## config.mk

```make
export PLATFORM = sky130hd
export DESIGN_NAME = usbfs_endp_tx
export DESIGN_NICKNAME = d
export VERILOG_FILES = /design/src/rtl/usbfs_endp_tx_pkg.sv /design/src/rtl/fifoW1R1.sv /design/src/rtl/usbfs_endp_tx.sv
export SDC_FILE = /design/constraint.sdc
export NUM_CORES = 1
export LEC_CHECK = 0
export CAP_MARGIN = 10
export CORE_MARGIN = 2
export CORE_UTILIZATION = 60
export DETAILED_ROUTE_END_ITERATION = 16
export DONT_BUFFER_PORTS = 1
export PLACE_DENSITY = 0.76
export SKIP_LAST_GASP = 1
export SYNTH_ARGS = -nofsm -noshare
export SYNTH_HDL_FRONTEND = slang
export SYNTH_SLANG_ARGS = --single-unit
```

## constraint.sdc

```tcl
create_clock -name i_clk -period 5.74 [get_ports i_clk]
set_clock_uncertainty 0.05 [all_clocks]
set_input_delay 0.861 -clock i_clk [delete_from_list [all_inputs] [get_ports i_clk]]
set_output_delay 0.861 -clock i_clk [all_outputs]
set_load 0.02 [all_outputs]
```

## src/rtl/usbfs_endp_tx_pkg.sv

```systemverilog
// usbfs_endp_tx_pkg: shared USB endpoint types and parameter checks.
package usbfs_endp_tx_pkg;

    typedef enum logic [1:0] {IDLE, FILL, PRESENT} state_e;

    function automatic bit max_pkt_legal(int n);
        return n == 8 || n == 16 || n == 32 || n == 64;
    endfunction

endpackage

```

## src/rtl/fifoW1R1.sv

```systemverilog
// fifoW1R1: single-clock FIFO, one write and one read port, head visible the cycle after a push.
module fifoW1R1 #(
    parameter int WIDTH = 8,
    parameter int DEPTH = 8
) (
    input  logic             i_clk,
    input  logic             i_rst,
    input  logic             i_cg,
    input  logic             i_flush,
    input  logic [WIDTH-1:0] i_data,
    input  logic             i_valid,
    output logic             o_ready,
    output logic [WIDTH-1:0] o_data,
    output logic             o_valid,
    input  logic             i_ready
);
    localparam int AW = $clog2(DEPTH);

    logic [WIDTH-1:0] mem_q [DEPTH];
    logic [AW-1:0]    wr_q, rd_q;
    logic [AW:0]      cnt_q;
    logic             push, pop;

    assign o_ready = cnt_q != (AW+1)'(DEPTH);
    assign o_valid = cnt_q != '0;
    assign o_data  = mem_q[rd_q];
    assign push    = i_valid && o_ready;
    assign pop     = i_ready && o_valid;

    always_ff @(posedge i_clk) begin
        if (i_rst || i_flush) begin
            wr_q  <= '0;
            rd_q  <= '0;
            cnt_q <= '0;
        end else if (i_cg) begin
            wr_q  <= wr_q + AW'(push);
            rd_q  <= rd_q + AW'(pop);
            cnt_q <= cnt_q + (AW+1)'(push) - (AW+1)'(pop);
        end
    end

    always_ff @(posedge i_clk) begin
        if (i_cg && push) mem_q[wr_q] <= i_data;
    end

endmodule

```

## src/rtl/usbfs_endp_tx.sv

```systemverilog
// usbfs_endp_tx: IN endpoint adapter; buffers a user byte stream and fills the transactor packet buffer.
module usbfs_endp_tx
    import usbfs_endp_tx_pkg::*;
#(
    parameter int MAX_PKT = 8
) (
    input  logic                         i_clk,
    input  logic                         i_rst,
    input  logic [7:0]                   i_data,
    input  logic                         i_valid,
    output logic                         o_ready,
    output logic                         o_etValid,
    input  logic                         i_etReady,
    output logic                         o_etStall,
    output logic                         o_etWrEn,
    output logic [$clog2(MAX_PKT)-1:0]   o_etWrIdx,
    output logic [7:0]                   o_etWrByte,
    output logic [$clog2(MAX_PKT+1)-1:0] o_etWrNBytes
);
    localparam int NBYTES_W = $clog2(MAX_PKT + 1);
    localparam int IDX_W    = $clog2(MAX_PKT);
    localparam logic [NBYTES_W-1:0] FULL = NBYTES_W'(MAX_PKT);

    if (!max_pkt_legal(MAX_PKT)) begin : g_bad_max_pkt
        $error("usbfs_endp_tx: MAX_PKT must be 8, 16, 32 or 64");
    end

    state_e              state_q, state_d;
    logic [NBYTES_W-1:0] count_q, count_d;
    logic                fifo_valid;
    logic [7:0]          fifo_data;

    fifoW1R1 #(.WIDTH(8), .DEPTH(MAX_PKT)) u_fifo (
        .i_clk   (i_clk),
        .i_rst   (i_rst),
        .i_cg    (1'b1),
        .i_flush (1'b0),
        .i_data  (i_data),
        .i_valid (i_valid),
        .o_ready (o_ready),
        .o_data  (fifo_data),
        .o_valid (fifo_valid),
        .i_ready (o_etWrEn)
    );

    // A stream pause with a partial packet in the buffer closes it as a short packet.
    always_comb begin
        o_etWrEn = state_q == FILL && fifo_valid && count_q < FULL;
        count_d  = (state_q == PRESENT && i_etReady) ? '0 : count_q + NBYTES_W'(o_etWrEn);
        state_d  = state_q == IDLE    ? (fifo_valid ? FILL : IDLE)
                 : state_q == FILL    ? ((count_d == FULL || (!fifo_valid && count_q != '0)) ? PRESENT : FILL)
                 : state_q == PRESENT ? (i_etReady ? IDLE : PRESENT)
                 : IDLE;
    end

    always_ff @(posedge i_clk) begin
        if (i_rst) begin
            state_q <= IDLE;
            count_q <= '0;
        end else begin
            state_q <= state_d;
            count_q <= count_d;
        end
    end

    assign o_etValid    = state_q == PRESENT;
    assign o_etWrIdx    = count_q[IDX_W-1:0];
    assign o_etWrByte   = fifo_data;
    assign o_etWrNBytes = count_q;
    assign o_etStall    = 1'b0;

endmodule

```

==> metrics.txt <==
CP Class=flip-flop to output port; Die W=79.01 um; WHS=0.5279 ns; Longest Clk Path Bufs=2; Hold EP=u_fifo.wr_q[0]; vias in the first global route=1748; CTS Buf Count=9; fin area=3581 um2; RSZ-0062 raised after global routing=false; DRT antenna net count=0; Final Setup Violations=0; Root Buffer=clkbuf_8; WP data arrival=2.33 ns; gr ovfl total=0; Post-Syn Area=3376 um2; antenna fix cells=0; first-pass GRT wire length=9.066 mm; top post-synthesis cells by area=edfxtp_1 57%, mux4_1 12%, dfxtp_1 9.5%; reg2reg path depth=10; worst slew pin tran=1.068 ns; core area=5473 um2; routed len/inst=20.55 um; nets@finish=223; CTS resizes=0; Clock transition at path regs=0.08 ns; R2R Setup Slk=2.64 ns; Routed WL=5.652 mm; total negative slack=0 ns; final hold vios=0; vias=1688; # H-tree levels=3; Std-Cell Rows=27; CTS tree=built; Max-slew headroom=0.2814; Tcrit/Tclk final=0.5655; # Post-CTS Setup Buffers=0; CP max FO=17; Total GRT Usage=0.2049; initial antenna violation count=0; Max VDD drop=0.2529 mV; DRT iter0 DRCs=162; Max Cap Viol=0; synthesized flop and latch total=80; Worst Setup Start Kind=flip-flop; Hold Path Class=input pin to flip-flop; pin count of the biggest net entering global routing=18; Syn-to-layout area delta=6.078%; syn_area_per_cell=17.31 um2; total die area=6243 um2; TritonCTS Sinks=80; Slew Viols, Final=0; DRC Markers=0; status=finished clean; sequential cell area=2242 um2; cell count after synthesis=195; post-synthesis sequential area ratio=0.6642; Final HPWL DP=3.747 mm; async set or reset register ratio after synthesis=0; WHS Path Cells=1; filler instances=373; CTS Hold Bufs=0; Die Span Y=79.01 um; num ports=31; Starting Density=0.6168; Netlist cell types=35; EDFF count, synth=64; total of warnings raised by yosys=0; most common cell after layout, fill and taps aside=edfxtp_1; worst reg2reg path endpoint=state_q[0]; predominant post-synthesis flop cell=edfxtp_1; worst r2r src=u_fifo.cnt_q[2]; Leak=1.227 nW; most frequent cells in the layout=64 x edfxtp_1, 18 x nor2_1, 16 x dfxtp_1; area share of the leading cell type in the synthesized netlist=0.5693; gpl congestion=0.7315; Tmin final=3.246 ns; Skew-Pair Late Insertion Delay=0.34 ns; Multi-input gate area=1026 um2; Worst Path Required=4.83 ns; Pwr Density=407.6 nW/um2; min-delay src=i_rst; DR vias/cell=6.138; Area after DPL=3403 um2; syn nets=220; Port-buffer cells=0; 1st-pass router iterations=4; Max Clock Freq=0.3081 GHz; post-synth top area cell=edfxtp_1; Crit. End Element=output port; layout cells sized above 1=0.1281
## layout make-up
cell class / instances / share of cell area
Clock inverter: 7 / 0.01502
Multi-Input combinational cell: 97 / 0.2865
Tap cell: 72 / 0.02516
Clock buffer: 9 / 0.03459
Sequential cell: 80 / 0.6261
Inverter: 8 / 0.008386
Timing Repair Buffer: 2 / 0.004193
## worst max-delay path by stage
stage	from	endpoint	slack, ns	cells past startpoint
final	u_fifo.rd_q[0]	o_etWrByte[5]	2.49	2
after global routing	u_fifo.rd_q[0]	o_etWrByte[5]	2.35	2
after CTS	u_fifo.rd_q[0]	o_etWrByte[5]	2.43	2
after detailed placement	u_fifo.cnt_q[2]	state_q[0]	2.67	10
after global placement	u_fifo.cnt_q[2]	state_q[0]	2.85	10
after floorplan	u_fifo.cnt_q[2]	state_q[0]	3.03	10
## state kept, by name (all words and copies together), names as in the netlist
| signal | count |
|---|---|
| o_etWrNBytes | 4 |
| u_fifo.wr_q | 3 |
| u_fifo.cnt_q | 4 |
| u_fifo.mem_q | 64 |
| state_q | 2 |
| u_fifo.rd_q | 3 |
## logic make-up (layout without fill, tap and decap cells)
kind of cell | after synthesis | after routing | synth area share
muxes | 24 | 24 | 0.1501
AOI/OAI and AO/OA | 13 | 13 | 0.02780
xor gates and xnor gates | 6 | 6 | 0.01557
adders and majority gates | 13 | 13 | 0.05041
other | 1 | 1 | 0.001111
and+or+nand+nor | 40 | 40 | 0.05893
DFF | 80 | 80 | 0.6642
buffers and inverters | 18 | 26 | 0.03187
## power by group
part,switching [W],total [W],internal [W]
Sequential,0.0000651,0.000745,0.000680
Clock,0.000209,0.000369,0.000161
Combinational,0.000176,0.000346,0.000170
Total,0.000450,0.00146,0.00101
## cell usage after synthesis (all sizes together), types with 4 or more instances
library cell,number
ha,12
dfxtp,16
nor2,18
nor2b,6
buf,7
edfxtp,64
mux4,16
inv,8
mux2,8
xnor2,4
## metal layers
layer	wire, um	global-route usage	vias to the layer above
met5	0	0	-
met4	97	0.09138	0
met3	333	0.06705	13
met2	2950	0.3449	64
met1	2270	0.2407	854
li1	-	-	757
## metrics by stage
step	worst slack (ns)	std cells	util	total power, W
after floorplan	3.028	195	-	0.001052
after global placement	2.848	259	0.6219	0.001075
after detailed placement	2.667	259	0.6219	0.001106
after CTS	2.430	275	0.6543	0.001473
after global routing	2.350	275	0.6543	0.001547
final	2.494	275	0.6543	0.001460
## critical path: stages (launching register included)
cell,delay (ns)
dfxtp_1,0.95
mux4_1,0.69
mux2_2,0.34
No activity file was read; power rests on OpenSTA's default activity.
